==> src/rtl/ccc_pkg.sv <==
// Shared CCC definitions: cc_ctrl_h function codes and the CC bus sequencer states.
package ccc_pkg;

  localparam logic [3:0] CC_NOP     = 4'h1;
  localparam logic [3:0] CC_ATCR_RD = 4'h2;
  localparam logic [3:0] CC_PSL_RD  = 4'h3;
  localparam logic [3:0] CC_CC_WR   = 4'h4;
  localparam logic [3:0] CC_SETV    = 4'h5;
  localparam logic [3:0] CC_PSL_WR  = 4'h9;
  localparam logic [3:0] CC_OP1     = 4'hA;
  localparam logic [3:0] CC_OP2     = 4'hB;

  typedef enum logic [2:0] {
    ST_IDLE,
    ST_CON,
    ST_TURN,
    ST_TRAP_WAIT,
    ST_ATCR_RD,
    ST_ATCR_CAP
  } seq_state_t;

  // Codes that only the console path may place on the bus.
  function automatic logic cc_is_psl(input logic [3:0] code);
    return (code == CC_PSL_RD) || (code == CC_PSL_WR);
  endfunction

endpackage

==> src/rtl/ccc_cc_sequencer_if.sv <==
// Signal bundle between the CC sequencer and its requesters, the CCC and the microsequencer.
interface ccc_cc_sequencer_if;
  logic       mc_valid_h;
  logic [3:0] mc_cc_ctrl_h;
  logic       mc_stall_h;
  logic       con_req_h;
  logic       con_wr_h;
  logic       con_gnt_h;
  logic [3:0] cc_ctrl_h;
  logic       arith_trap_l;
  logic [3:0] wbus_h;
  logic       trap_req_h;
  logic       trap_ack_h;
  logic [3:0] trap_code_h;
  logic       trap_vld_h;

  modport master (
    input  mc_valid_h, mc_cc_ctrl_h, con_req_h, con_wr_h, arith_trap_l, wbus_h, trap_ack_h,
    output mc_stall_h, con_gnt_h, cc_ctrl_h, trap_req_h, trap_code_h, trap_vld_h
  );

  modport slave (
    output mc_valid_h, mc_cc_ctrl_h, con_req_h, con_wr_h, arith_trap_l, wbus_h, trap_ack_h,
    input  mc_stall_h, con_gnt_h, cc_ctrl_h, trap_req_h, trap_code_h, trap_vld_h
  );
endinterface

==> src/rtl/ccc_starve_ctr.sv <==
// Saturating count of enabled cycles a pending console request has been refused.
module ccc_starve_ctr #(
  parameter int unsigned STARVE_MAX = 4
) (
  input  logic b_clk_l,
  input  logic reset_h,
  input  logic en_h,
  input  logic inc_h,
  input  logic clr_h,
  output logic sat_h
);

  localparam logic [3:0] CNT_MAX = 4'(STARVE_MAX);

  logic [3:0] count_q;

  always_ff @(posedge b_clk_l or posedge reset_h) begin
    if (reset_h) begin
      count_q <= '0;
    end else if (en_h) begin
      if (clr_h) begin
        count_q <= '0;
      end else if (inc_h && !sat_h) begin
        count_q <= count_q + 4'd1;
      end
    end
  end

  assign sat_h = (count_q == CNT_MAX);

endmodule

==> src/rtl/ccc_cc_sequencer.sv <==
// Sequences the CCC cc_ctrl_h bus: arbitrates microcode against console PSL access
// and runs the arithmetic-trap handshake with ATCR read and capture.
//
// state        | meaning
// ST_IDLE      | arbitrate: trap > console (forced or uncontested) > microcode > NOP
// ST_CON       | console PSL code on cc_ctrl_h, con_gnt_h high
// ST_TURN      | NOP for WBUS turnaround after console access
// ST_TRAP_WAIT | NOP, trap_req_h high until trap_ack_h
// ST_ATCR_RD   | ATCR read code on cc_ctrl_h
// ST_ATCR_CAP  | capture WBUS into trap_code_h, clear trap pending
module ccc_cc_sequencer
  import ccc_pkg::*;
#(
  parameter int unsigned STARVE_MAX   = 4,
  parameter logic [3:0]  NOP_CODE     = CC_NOP,
  parameter logic [3:0]  ATCR_RD_CODE = CC_ATCR_RD,
  parameter logic [3:0]  PSL_RD_CODE  = CC_PSL_RD,
  parameter logic [3:0]  PSL_WR_CODE  = CC_PSL_WR
) (
  input logic                b_clk_l,
  input logic                reset_h,
  input logic                d_clk_en_h,
  ccc_cc_sequencer_if.master bus
);

  seq_state_t state_q, state_nxt;
  logic       trap_pend_q, trap_pend_nxt;
  logic [3:0] cc_nxt;
  logic       gnt_nxt, treq_nxt, tvld_nxt, cap_en;
  logic       starve_sat, con_sel, mc_sel;

  ccc_starve_ctr #(.STARVE_MAX(STARVE_MAX)) u_starve (
    .b_clk_l (b_clk_l),
    .reset_h (reset_h),
    .en_h    (d_clk_en_h),
    .inc_h   (bus.con_req_h & ~con_sel),
    .clr_h   (con_sel),
    .sat_h   (starve_sat)
  );

  assign con_sel = (state_q == ST_IDLE) & ~trap_pend_q & bus.con_req_h
                 & (starve_sat | ~bus.mc_valid_h);
  assign mc_sel  = (state_q == ST_IDLE) & ~trap_pend_q & ~con_sel & bus.mc_valid_h;
  assign bus.mc_stall_h = bus.mc_valid_h & ~mc_sel;

  always_comb begin
    state_nxt     = state_q;
    cc_nxt        = NOP_CODE;
    gnt_nxt       = 1'b0;
    treq_nxt      = 1'b0;
    tvld_nxt      = 1'b0;
    cap_en        = 1'b0;
    trap_pend_nxt = trap_pend_q | ~bus.arith_trap_l;
    case (state_q)
      ST_IDLE: begin
        if (trap_pend_q) begin
          state_nxt = ST_TRAP_WAIT;
          treq_nxt  = 1'b1;
        end else if (con_sel) begin
          state_nxt = ST_CON;
          cc_nxt    = bus.con_wr_h ? PSL_WR_CODE : PSL_RD_CODE;
          gnt_nxt   = 1'b1;
        end else if (mc_sel) begin
          cc_nxt = bus.mc_cc_ctrl_h;
        end
      end
      ST_CON:  state_nxt = ST_TURN;
      ST_TURN: state_nxt = ST_IDLE;
      ST_TRAP_WAIT: begin
        if (bus.trap_ack_h) begin
          state_nxt = ST_ATCR_RD;
          cc_nxt    = ATCR_RD_CODE;
        end else begin
          treq_nxt = 1'b1;
        end
      end
      ST_ATCR_RD: state_nxt = ST_ATCR_CAP;
      ST_ATCR_CAP: begin
        // WBUS carries the ATCR value in the cycle after the read code was driven
        cap_en        = 1'b1;
        tvld_nxt      = 1'b1;
        trap_pend_nxt = 1'b0;
        state_nxt     = ST_IDLE;
      end
      default: state_nxt = ST_IDLE;
    endcase
  end

  always_ff @(posedge b_clk_l or posedge reset_h) begin
    if (reset_h) begin
      state_q         <= ST_IDLE;
      trap_pend_q     <= 1'b0;
      bus.cc_ctrl_h   <= NOP_CODE;
      bus.con_gnt_h   <= 1'b0;
      bus.trap_req_h  <= 1'b0;
      bus.trap_vld_h  <= 1'b0;
      bus.trap_code_h <= '0;
    end else if (d_clk_en_h) begin
      state_q        <= state_nxt;
      trap_pend_q    <= trap_pend_nxt;
      bus.cc_ctrl_h  <= cc_nxt;
      bus.con_gnt_h  <= gnt_nxt;
      bus.trap_req_h <= treq_nxt;
      bus.trap_vld_h <= tvld_nxt;
      if (cap_en) bus.trap_code_h <= bus.wbus_h;
    end
  end

endmodule
==> src/flat_wrapper.sv <==
// flat-port wrapper written by rule: the top's interface ports become plain ports
module ccc_cc_sequencer_flat import ccc_pkg::*;
#(
  parameter int unsigned STARVE_MAX   = 4,
  parameter logic [3:0]  NOP_CODE     = CC_NOP,
  parameter logic [3:0]  ATCR_RD_CODE = CC_ATCR_RD,
  parameter logic [3:0]  PSL_RD_CODE  = CC_PSL_RD,
  parameter logic [3:0]  PSL_WR_CODE  = CC_PSL_WR
)
  (b_clk_l, reset_h, d_clk_en_h, bus_mc_valid_h, bus_mc_cc_ctrl_h, bus_con_req_h, bus_con_wr_h, bus_arith_trap_l, bus_wbus_h, bus_trap_ack_h, bus_mc_stall_h, bus_con_gnt_h, bus_cc_ctrl_h, bus_trap_req_h, bus_trap_code_h, bus_trap_vld_h);
  ccc_cc_sequencer_if bus_i ();
  input logic b_clk_l;
  input logic reset_h;
  input logic d_clk_en_h;
  input wire logic [$bits(bus_i.mc_valid_h)-1:0] bus_mc_valid_h;
  input wire logic [$bits(bus_i.mc_cc_ctrl_h)-1:0] bus_mc_cc_ctrl_h;
  input wire logic [$bits(bus_i.con_req_h)-1:0] bus_con_req_h;
  input wire logic [$bits(bus_i.con_wr_h)-1:0] bus_con_wr_h;
  input wire logic [$bits(bus_i.arith_trap_l)-1:0] bus_arith_trap_l;
  input wire logic [$bits(bus_i.wbus_h)-1:0] bus_wbus_h;
  input wire logic [$bits(bus_i.trap_ack_h)-1:0] bus_trap_ack_h;
  output wire logic [$bits(bus_i.mc_stall_h)-1:0] bus_mc_stall_h;
  output wire logic [$bits(bus_i.con_gnt_h)-1:0] bus_con_gnt_h;
  output wire logic [$bits(bus_i.cc_ctrl_h)-1:0] bus_cc_ctrl_h;
  output wire logic [$bits(bus_i.trap_req_h)-1:0] bus_trap_req_h;
  output wire logic [$bits(bus_i.trap_code_h)-1:0] bus_trap_code_h;
  output wire logic [$bits(bus_i.trap_vld_h)-1:0] bus_trap_vld_h;
  assign bus_i.mc_valid_h = bus_mc_valid_h;
  assign bus_i.mc_cc_ctrl_h = bus_mc_cc_ctrl_h;
  assign bus_i.con_req_h = bus_con_req_h;
  assign bus_i.con_wr_h = bus_con_wr_h;
  assign bus_i.arith_trap_l = bus_arith_trap_l;
  assign bus_i.wbus_h = bus_wbus_h;
  assign bus_i.trap_ack_h = bus_trap_ack_h;
  assign bus_mc_stall_h = bus_i.mc_stall_h;
  assign bus_con_gnt_h = bus_i.con_gnt_h;
  assign bus_cc_ctrl_h = bus_i.cc_ctrl_h;
  assign bus_trap_req_h = bus_i.trap_req_h;
  assign bus_trap_code_h = bus_i.trap_code_h;
  assign bus_trap_vld_h = bus_i.trap_vld_h;
  ccc_cc_sequencer #(.STARVE_MAX(STARVE_MAX), .NOP_CODE(NOP_CODE), .ATCR_RD_CODE(ATCR_RD_CODE), .PSL_RD_CODE(PSL_RD_CODE), .PSL_WR_CODE(PSL_WR_CODE)) u_core (.b_clk_l(b_clk_l), .reset_h(reset_h), .d_clk_en_h(d_clk_en_h), .bus(bus_i));
endmodule
==> config.mk <==
export PLATFORM = sky130hd
export DESIGN_NAME = ccc_cc_sequencer_flat
export DESIGN_NICKNAME = d
export VERILOG_FILES = /design/src/rtl/ccc_pkg.sv /design/src/rtl/ccc_cc_sequencer_if.sv /design/src/rtl/ccc_starve_ctr.sv /design/src/rtl/ccc_cc_sequencer.sv /design/src/flat_wrapper.sv
export SDC_FILE = /design/constraint.sdc
export NUM_CORES = 1
export LEC_CHECK = 0
export CORE_MARGIN = 3
export CORE_UTILIZATION = 35
export CTS_CLUSTER_SIZE = 28
export DETAILED_ROUTE_END_ITERATION = 12
export MAX_ROUTING_LAYER = met4
export PLACE_DENSITY = 0.71
export SYNTH_ARGS = -nofsm -noshare
export SYNTH_HDL_FRONTEND = slang
export SYNTH_SLANG_ARGS = --single-unit
==> constraint.sdc <==
create_clock -name b_clk_l -period 4.68 [get_ports b_clk_l]
set_input_delay 0.936 -clock b_clk_l [delete_from_list [all_inputs] [get_ports b_clk_l]]
set_output_delay 0.936 -clock b_clk_l [all_outputs]
set_load 0.02 [all_outputs]
==> results.sh, run 1 <==
export IMPL_layout_min_cycle_time_ns=3.568
export IMPL_worst_r2r_cell_count=6
export IMPL_syn_to_final_growth_pct=34.26
export IMPL_wl_per_cell_um=13.23
export IMPL_p_leak_nw=0.5622
export IMPL_synth_fa_ha_area_share_pct=2.656
export IMPL_clk_latency_ns=0.30
export IMPL_syn_num_nets=118
export IMPL_post_route_period_util_pct=76.23
export IMPL_start_util_pct=37.35
export IMPL_avgSynthCellArea_um2=9.422
export IMPL_cts_num_sinks=19
export IMPL_synth_top_area_share_pct=47.81
export IMPL_die_area_mm2=0.003351
export IMPL_finalSetupTns_ns=0
export IMPL_grt_max_degree=20
export IMPL_ios=28
export IMPL_detail_route_antenna_nets=0
export IMPL_top_layer_used="met3"
export IMPL_drive_gt1_share_pct=8.594
export IMPL_ir_drop_uv=282.0
export IMPL_antenna_cells=0
export IMPL_post_dp_cell_area_mm2=0.001237
export IMPL_critPathKind="input pin to primary output"
export IMPL_seq_area_um2=476.7
export IMPL_rrSetupSlack_ns=2.79
export IMPL_port_buffers=27
export IMPL_clk_pin_slew_ns=0.11
export IMPL_post_cts_buffers=0
export IMPL_synth_warnings=0
export IMPL_overflow=0
export IMPL_rsz0062_at_grt="no"
export IMPL_path_max_fanout=7
export IMPL_die_h_um=57.89
export IMPL_ys_types=31
export IMPL_syn_area_um2=942.2
export IMPL_hold_class="flop to flop"
export IMPL_finalHoldViolations=0
export IMPL_cts_made_buffers=3
export IMPL_tightestPinTransition_ns=0.7202
export IMPL_drtIter0Drc=9
export IMPL_synth_top_area_cell="dfrtp_1"
export IMPL_arrival_ns=2.63
export IMPL_num_vias=834
export IMPL_routed_wl_um=2091
export IMPL_synth_yosys_seq_area_share_pct=50.60
export IMPL_dp_hpwl_um=1575
export IMPL_p_total_mw=0.5854
export IMPL_design_area_mm2=0.001265
export IMPL_cts_tree="built"
export IMPL_dr_pass1_iters=4
export IMPL_grt_pass1_wl_um=3491
export IMPL_min_delay_path_depth=2
export IMPL_layout_nets=147
export IMPL_core_area_mm2=0.002522
export IMPL_wl_met3_um=143
export IMPL_setup_violations=0
export IMPL_wl_met2_um=960
export IMPL_worst_ep_required_time_ns=3.74
export IMPL_grt_usage_pct=13.29
export IMPL_clock_skew_ns=0.008286
export IMPL_multi_input_area_um2=422.9
export IMPL_ctsHoldBuffers=0
export IMPL_muxShareOfSynthArea_pct=5.976
export IMPL_fin_cells=158
export IMPL_synth_top_cells_by_area="dfrtp_1 (48%), o21ai_0 (6.4%), mux2_2 (6.0%)"
export IMPL_drc=0
export IMPL_fill_cells=251
export IMPL_ys_ff_latch=19
export IMPL_maxSlewViolCount=0
export IMPL_rows=18
export IMPL_antenna_found_initial=0
export IMPL_cts_max_path_buffers=2
export IMPL_drv_cap=0
export IMPL_synth_top_family_by_area="compound AO/OA/AOI/OAI gates"
export IMPL_cts_root_buf="clkbuf_4"
export IMPL_drt_met1_wl_um=987
export IMPL_slew_headroom_pct=51.93
export IMPL_synth_xor_area_share_pct=0
export IMPL_grt_pass1_vias=824
export IMPL_pre_cts_ws_ns=1.126
export IMPL_yosys_area_share_simple_pct=15.80
export IMPL_dp_cells=154
export IMPL_cts_resized=0
export IMPL_end_kind="primary output"
export IMPL_die_x_um=57.89
export IMPL_status="completed"
export IMPL_max_freq_ghz=0.2803
export IMPL_gp_congestion=0.7478
export IMPL_synthCells=100
export IMPL_synth_compound_area_share_pct=20.45
export IMPL_pwr_density_cell_mw_per_mm2=462.8
export IMPL_finalWorstSetupSlack_ns=1.112
export IMPL_cp_start_kind="input pin"
export IMPL_via_per_inst=5.278
export IMPL_h_tree_depth=1
kinds of logic (layout without fill, tap and decap cells):
logic type,count (synthesis),in the layout
mux,5,5
simple gates,32,32
compound gates,31,31
flops,19,19
buf+inv,11,39
fa+ha+maj,2,2
flip-flops by register name, summed over array words and instances (netlist names):
register                 count
u_core.bus.cc_ctrl_h         4
u_core.trap_pend_q           1
u_core.u_starve.count_q      4
u_core.bus.con_gnt_h         1
u_core.bus.trap_req_h        1
u_core.bus.trap_code_h       4
u_core.state_q               3
u_core.bus.trap_vld_h        1
final timing paths:
| path | end | from |
|---|---|---|
| worst max-delay path | bus_mc_stall_h | bus_mc_valid_h |
| worst min-delay path | u_core.bus.trap_req_h | u_core.bus.trap_req_h |
| worst max register to register | u_core.bus.cc_ctrl_h[3] | u_core.u_starve.count_q[0] |
| worst min register to register | u_core.bus.trap_req_h | u_core.bus.trap_req_h |
| max in group asynchronous | u_core.bus.trap_code_h[1] | reset_h |
| min in group asynchronous | u_core.bus.cc_ctrl_h[3] | reset_h |
worst max-delay path, cell delays in order:
cell             delay (ns)
clkdlybuf4s50_1        0.51
inv_1                  0.08
o21ai_1                0.40
a21oi_1                0.13
clkdlybuf4s50_1        0.58
stage by stage:
| step | utilization [%] | hold WS, ns |
|---|---|---|
| floorplan | - | 0.4910 |
| global placement | 49.06 | 0.4652 |
| detailed placement | 49.06 | 0.4697 |
| CTS | 50.15 | 0.4986 |
| global route | 50.15 | 0.5177 |
| finish | 50.15 | 0.4946 |
power by group:
part / leakage (nW) / internal (mW) / switching [mW]
Sequential: 0.240 / 0.220 / 0.0555
Combinational: 0.304 / 0.115 / 0.111
Clock: 0.0177 / 0.0318 / 0.0517
Total: 0.562 / 0.367 / 0.219
metal layers:
metal | GRT usage [%] | vias to the layer above
li1 | - | 412
met1 | 17.51 | 400
met2 | 21.13 | 22
met3 | 4.677 | 0
met4 | 0 | 0
met5 | - | -
final cells by class:
class | count | area share, %
Clock buffer | 3 | 1.780
Sequential cell | 19 | 37.69
Timing Repair Buffer | 27 | 21.37
Tap cell | 30 | 2.967
Multi-Input combinational cell | 70 | 33.43
Clock inverter | 1 | 0.3956
Inverter | 8 | 2.374
synth_stat cells:
master	n
o211ai_1	1
o21a_1	1
and3b_1	1
o211a_1	1
a21o_1	3
o2bb2ai_1	1
clkinv_1	1
clkbuf_1	2
o21ai_0	12
o31ai_1	1
dfstp_2	1
a32o_1	1
mux2_2	5
or4_4	1
buf_2	1
and2_0	1
nand2_1	13
ha_1	2
a22o_1	1
inv_1	7
nor3_1	1
o21bai_1	1
nand3_1	2
nor4_1	1
nand4b_1	1
o21ai_1	2
a31oi_1	2
or3_1	1
dfrtp_1	18
nor2_1	10
a21oi_1	4
placed cells by master, fill, tap and decap left out, types with 3 or more instances in the layout:
| cell | n |
|---|---|
| clkdlybuf4s50_1 | 27 |
| dfrtp_1 | 18 |
| nand2_1 | 13 |
| o21ai_0 | 12 |
| nor2_1 | 10 |
| inv_1 | 7 |
| mux2_2 | 5 |
| a21oi_1 | 4 |
| a21o_1 | 3 |
| clkbuf_4 | 3 |
Note: power is estimated with default switching activity, not from simulation.
==> run 2, diff against run 1 <==
--- a/config.mk
+++ b/config.mk
@@ -10,7 +10,7 @@
 export CTS_CLUSTER_SIZE = 28
 export DETAILED_ROUTE_END_ITERATION = 12
 export MAX_ROUTING_LAYER = met4
-export PLACE_DENSITY = 0.71
+export PLACE_DENSITY = 0.74
 export SYNTH_ARGS = -nofsm -noshare
 export SYNTH_HDL_FRONTEND = slang
 export SYNTH_SLANG_ARGS = --single-unit
==> constraint.sdc (replaced) <==
create_clock -name b_clk_l -period 2.98 [get_ports b_clk_l]
set_input_delay 0.596 -clock b_clk_l [delete_from_list [all_inputs] [get_ports b_clk_l]]
set_output_delay 0.596 -clock b_clk_l [all_outputs]
set_load 0.02 [all_outputs]
==> run 2 against run 1 <==
Hold slack lost 0.0051 ns. Total power up 60%. Flip-flop and latch count stayed put. Clock-buffer cell count stayed put. Sequential share of layout area down 1.1 points. Clock skew decreased by 0.0058 ns. Die area stayed put. Global-route usage increased by 2.3 points. Wire length is 12% higher. Clock power is 56% higher. Critical path type is now flop to primary output. Critical endpoint unchanged. Highest routed layer is now met4.
==> results.sh, run 2 (synthesis gave the netlist of run 1 again) <==
export IMPL_status="completed"
export IMPL_grt_pass1_wl_um=3912
export IMPL_overflow=0
export IMPL_slew_headroom_pct=51.67
export IMPL_grt_usage_pct=15.61
export IMPL_grt_pass1_vias=901
export IMPL_routed_wl_um=2350
export IMPL_intPower_mw=0.5834
export IMPL_setup_violations=0
export IMPL_top_layer_used="met4"
export IMPL_detail_route_antenna_nets=0
export IMPL_ir_drop_uv=543.3
export IMPL_layout_nets=152
export IMPL_clk_pin_slew_ns=0.11
export IMPL_ios=28
export IMPL_finalWorstSetupSlack_ns=0.2561
export IMPL_post_cts_buffers=0
export IMPL_antenna_cells=0
export IMPL_min_delay_path_depth=2
export IMPL_hold_ws_ns=0.4895
export IMPL_clk_latency_ns=0.29
export IMPL_drive_gt1_share_pct=12.03
export IMPL_pwr_density_cell_mw_per_mm2=720.6
export IMPL_power_frac_seq_pct=46.8
export IMPL_layout_min_cycle_time_ns=2.724
export IMPL_drtIter0Drc=20
export IMPL_drt_met1_wl_um=982
export IMPL_tightestPinTransition_ns=0.7242
export IMPL_h_tree_depth=1
export IMPL_drv_cap=0
export IMPL_wl_met3_um=128
export IMPL_grt_max_degree=20
export IMPL_num_vias=861
export IMPL_power_frac_clock_pct=13.9
export IMPL_cts_tree="built"
export IMPL_finalSetupTns_ns=0
export IMPL_maxSlewViolCount=0
export IMPL_ctsHoldBuffers=0
export IMPL_end_kind="primary output"
export IMPL_die_area_mm2=0.003351
export IMPL_via_per_inst=5.282
export IMPL_syn_to_final_growth_pct=38.25
export IMPL_worst_r2r_cell_count=7
export IMPL_wl_per_cell_um=14.42
export IMPL_cp_start_kind="flop"
export IMPL_dp_hpwl_um=1829
export IMPL_cts_made_buffers=3
export IMPL_rrSetupSlack_ns=1.17
export IMPL_switching_share_pct=37.84
export IMPL_critPathKind="flop to primary output"
export IMPL_comb_power_share_pct=39.3
export IMPL_pre_cts_ws_ns=0.3087
export IMPL_cts_root_buf="clkbuf_4"
export IMPL_gp_congestion=0.7924
export IMPL_hold_class="flop to flop"
export IMPL_p_leak_nw=0.5865
export IMPL_finalHoldViolations=0
export IMPL_antenna_found_initial=0
export IMPL_arrival_ns=2.13
export IMPL_layout_common_cells="clkdlybuf4s50_1 (27), dfrtp_1 (18), nand2_1 (13), o21ai_0 (12), nor2_1 (10)"
export IMPL_rsz0062_at_grt="no"
export IMPL_final_core_util_pct=51.64
export IMPL_die_x_um=57.89
export IMPL_p_switching_mw=0.3552
export IMPL_reg_top3="u_core.bus.cc_ctrl_h (4), u_core.bus.trap_code_h (4), u_core.u_starve.count_q (4)"
export IMPL_final_common_cell="clkdlybuf4s50_1"
export IMPL_drc=0
export IMPL_max_freq_ghz=0.3671
export IMPL_cts_max_path_buffers=2
export IMPL_cts_num_sinks=19
export IMPL_worst_ep_required_time_ns=2.38
export IMPL_port_buffers=27
export IMPL_die_h_um=57.89
export IMPL_start_util_pct=37.35
export IMPL_core_area_mm2=0.002522
export IMPL_wl_met2_um=1219
export IMPL_dr_pass1_iters=4
export IMPL_cts_resized=0
export IMPL_post_route_period_util_pct=91.41
export IMPL_clock_skew_ns=0.002440
export IMPL_rows=18
export IMPL_path_max_fanout=5
-- run 2: changes by cell type in the layout (fill, tap and decap cells not counted), sizes merged --
cell,previous run,this run
buf,0,5
-- run 2: worst max-delay path, stage by stage, from the launching register on --
cell and delay (ns):
dfrtp_1 0.44, inv_1 0.08, ha_1 0.14, and3b_1 0.25, o21ai_1 0.11, a21oi_1 0.18, clkdlybuf4s50_1 0.63
-- run 2: power by group through the flow --
| stage | clock [mW] | combinational [mW] | sequential, mW |
|---|---|---|---|
| 2_1_floorplan | 0 | 0.193 | 0.452 |
| 3_3_place_gp | 0 | 0.356 | 0.433 |
| 3_5_place_dp | 0 | 0.371 | 0.442 |
| 4_1_cts | 0.138 | 0.374 | 0.436 |
| 5_1_grt | 0.152 | 0.407 | 0.451 |
| 6_report | 0.130 | 0.369 | 0.439 |
-- run 2: layout make-up --
type	count	area, um2
timing repair buffer	32	307.8
inverter	8	30.03
multi-input combinational	70	422.9
sequential	19	476.7
tap	30	37.54
clock inverter	1	5.005
fill	260	1220
clock buffer	3	22.52
-- run 2: worst paths after layout --
check / from / to
setup / recovery: u_core.u_starve.count_q[0] / bus_mc_stall_h
hold / removal: u_core.bus.cc_ctrl_h[0] / u_core.bus.cc_ctrl_h[0]
setup reg to reg: u_core.u_starve.count_q[0] / u_core.bus.cc_ctrl_h[3]
hold reg to reg: u_core.bus.cc_ctrl_h[0] / u_core.bus.cc_ctrl_h[0]
max in group asynchronous: reset_h / u_core.bus.cc_ctrl_h[2]
min in group asynchronous: reset_h / u_core.bus.trap_code_h[2]
-- run 2: per-layer routing --
metal | track usage, % | vias up
met4 | 7.285 | 0
li1 | - | 417
met2 | 26.45 | 29
met3 | 4.900 | 2
met1 | 16.46 | 413
met5 | - | -
-- run 2: per-stage QoR --
step / power (mW) / instance area (um2) / cells
finish: 0.9386 / 1303 / 163
global route: 1.010 / 1303 / 163
floorplan: 0.6452 / 942.2 / 100
global placement: 0.7889 / 1275 / 159
detailed placement: 0.8136 / 1275 / 159
CTS: 0.9490 / 1303 / 163
==> run 3, diff against run 2 <==
--- a/config.mk
+++ b/config.mk
@@ -10,7 +10,7 @@
 export CTS_CLUSTER_SIZE = 28
 export DETAILED_ROUTE_END_ITERATION = 12
 export MAX_ROUTING_LAYER = met4
-export PLACE_DENSITY = 0.74
+export PLACE_DENSITY = 0.71
 export SYNTH_ARGS = -nofsm -noshare
 export SYNTH_HDL_FRONTEND = slang
 export SYNTH_SLANG_ARGS = --single-unit
==> constraint.sdc (replaced) <==
create_clock -name b_clk_l -period 2.83 [get_ports b_clk_l]
set_input_delay 0.566 -clock b_clk_l [delete_from_list [all_inputs] [get_ports b_clk_l]]
set_output_delay 0.566 -clock b_clk_l [all_outputs]
set_load 0.02 [all_outputs]
==> run 3 against run 2 <==
Final cell count unchanged. Wire length down 5.8%. Critical endpoint unchanged. Die area unchanged. Clock-buffer cell count up 1. Sequential power up 4%. Flip-flop and latch count stayed put. Via count down 1.9%.
==> results.sh, run 3 (synthesis gave the netlist of run 1 again) <==
export IMPL_cts_max_path_buffers=2
export IMPL_die_h_um=57.89
export IMPL_grt_usage_pct=14.79
export IMPL_cts_tree="built"
export IMPL_finalSetupTns_ns=0
export IMPL_grt_pass1_wl_um=3808
export IMPL_top_layer_used="met3"
export IMPL_drv_cap=0
export IMPL_cts_resized=0
export IMPL_die_area_mm2=0.003351
export IMPL_cp_start_kind="flop"
export IMPL_worst_ep_required_time_ns=2.26
export IMPL_ios=28
export IMPL_drive_gt1_share_pct=11.28
export IMPL_port_buffers=27
export IMPL_ir_drop_uv=440.0
export IMPL_antenna_cells=0
export IMPL_die_x_um=57.89
export IMPL_cts_root_buf="clkbuf_4"
export IMPL_finalHoldViolations=0
export IMPL_dr_pass1_iters=4
export IMPL_tightestPinTransition_ns=0.7305
export IMPL_maxSlewViolCount=0
export IMPL_fill_cells=239
export IMPL_post_route_period_util_pct=80.85
export IMPL_via_per_inst=5.184
export IMPL_path_max_fanout=5
export IMPL_layout_min_cycle_time_ns=2.288
export IMPL_layout_nets=152
export IMPL_dp_hpwl_um=1661
export IMPL_cts_num_sinks=19
export IMPL_slowest_stage="dfrtp_1"
export IMPL_core_area_mm2=0.002522
export IMPL_cts_made_buffers=3
export IMPL_wl_per_cell_um=13.58
export IMPL_overflow=0
export IMPL_max_stage_delay_ns=0.44
export IMPL_drt_met1_wl_um=1040
export IMPL_cp_cell_sequence="inv_1 -> ha_1 -> and3b_1 -> o21ai_1 -> a21oi_1 -> dlymetal6s2s_1"
export IMPL_wl_met2_um=1024
export IMPL_final_common_cell="clkdlybuf4s50_1"
export IMPL_pwr_density_cell_mw_per_mm2=755.5
export IMPL_clk_pin_slew_ns=0.12
export IMPL_wl_met3_um=149
export IMPL_num_vias=845
export IMPL_grt_max_degree=20
export IMPL_max_freq_ghz=0.4371
export IMPL_critPathKind="flop to primary output"
export IMPL_antenna_found_initial=0
export IMPL_ctsHoldBuffers=0
export IMPL_hold_ws_ns=0.4962
export IMPL_h_tree_depth=1
export IMPL_detail_route_antenna_nets=0
export IMPL_syn_to_final_growth_pct=38.38
export IMPL_setup_violations=0
export IMPL_hold_class="flop to flop"
export IMPL_post_cts_buffers=0
export IMPL_reg_top3="u_core.bus.cc_ctrl_h (4), u_core.bus.trap_code_h (4), u_core.u_starve.count_q (4)"
export IMPL_clock_skew_ns=0.01722
export IMPL_slew_headroom_pct=51.25
export IMPL_gp_congestion=0.7491
export IMPL_layout_common_cells="clkdlybuf4s50_1 (26), dfrtp_1 (18), nand2_1 (13), o21ai_0 (12), nor2_1 (10)"
export IMPL_p_leak_nw=0.5930
export IMPL_arrival_ns=1.72
export IMPL_routed_wl_um=2214
export IMPL_status="completed"
export IMPL_start_util_pct=37.35
export IMPL_clk_latency_ns=0.30
export IMPL_drc=0
export IMPL_end_kind="primary output"
export IMPL_rows=18
export IMPL_drtIter0Drc=33
export IMPL_grt_pass1_vias=868
export IMPL_rsz0062_at_grt="no"
[run 3: cell types whose count changed in the layout (fill, tap and decap cells not counted)]
cell,before,now
dlymetal6s2s_1,0,1
clkbuf_1,0,1
clkdlybuf4s50_1,27,26
clkinv_2,1,0
[run 3: through the flow]
| stage | util [%] | power [mW] | instances | instance area, um2 | worst slack [ns] |
|---|---|---|---|---|---|
| 2_1_floorplan | - | 0.6794 | 100 | 942.2 | 0.9097 |
| 3_3_place_gp | 50.55 | 0.8279 | 159 | 1275 | 0.2634 |
| 3_5_place_dp | 50.55 | 0.8473 | 159 | 1275 | 0.2420 |
| 4_1_cts | 51.59 | 0.9899 | 163 | 1301 | 0.1377 |
| 5_1_grt | 51.69 | 1.063 | 163 | 1304 | 0.3981 |
| 6_report | 51.69 | 0.9850 | 163 | 1304 | 0.5420 |
[run 3: worst max-delay path: cells and delay by family, from the launching register on]
family	cells	cell delay, ns
AOI/OAI and AO/OA	2	0.27
adders and majority gates	1	0.15
buffers and inverters	2	0.31
DFF	1	0.44
and+or+nand+nor	1	0.27
[run 3: area by class of cell]
cell class / count / area (um2) / area share [%]
Sequential cell: 19 / 476.7 / 36.56
Multi-Input combinational cell: 70 / 422.9 / 32.44
Timing Repair Buffer: 32 / 310.3 / 23.80
Tap cell: 30 / 37.54 / 2.879
Inverter: 8 / 30.03 / 2.303
Clock buffer: 4 / 26.28 / 2.015
[run 3: final timing paths]
path	start	to	slack [ns]	depth (start not counted)
max in group asynchronous	reset_h	u_core.bus.con_gnt_h	1.69	2
setup reg to reg	u_core.state_q[1]	u_core.u_starve.count_q[3]	1.01	4
hold reg to reg	u_core.bus.cc_ctrl_h[0]	u_core.bus.cc_ctrl_h[0]	0.50	2
setup / recovery	u_core.u_starve.count_q[0]	bus_mc_stall_h	0.54	6
min in group asynchronous	reset_h	u_core.bus.cc_ctrl_h[2]	0.67	2
hold / removal	u_core.bus.cc_ctrl_h[0]	u_core.bus.cc_ctrl_h[0]	0.50	2
[run 3: power breakdown]
part / switching, mW / total [mW] / internal [mW]
combinational: 0.188 / 0.385 / 0.197
clock: 0.0876 / 0.142 / 0.0548
sequential: 0.0939 / 0.458 / 0.364
total: 0.369 / 0.985 / 0.616
[run 3: routing by layer]
layer | vias up | GRT usage [%]
met2 | 23 | 22.74
met4 | 0 | 2.649
met1 | 408 | 19.97
met5 | - | -
li1 | 414 | -
met3 | 0 | 3.786
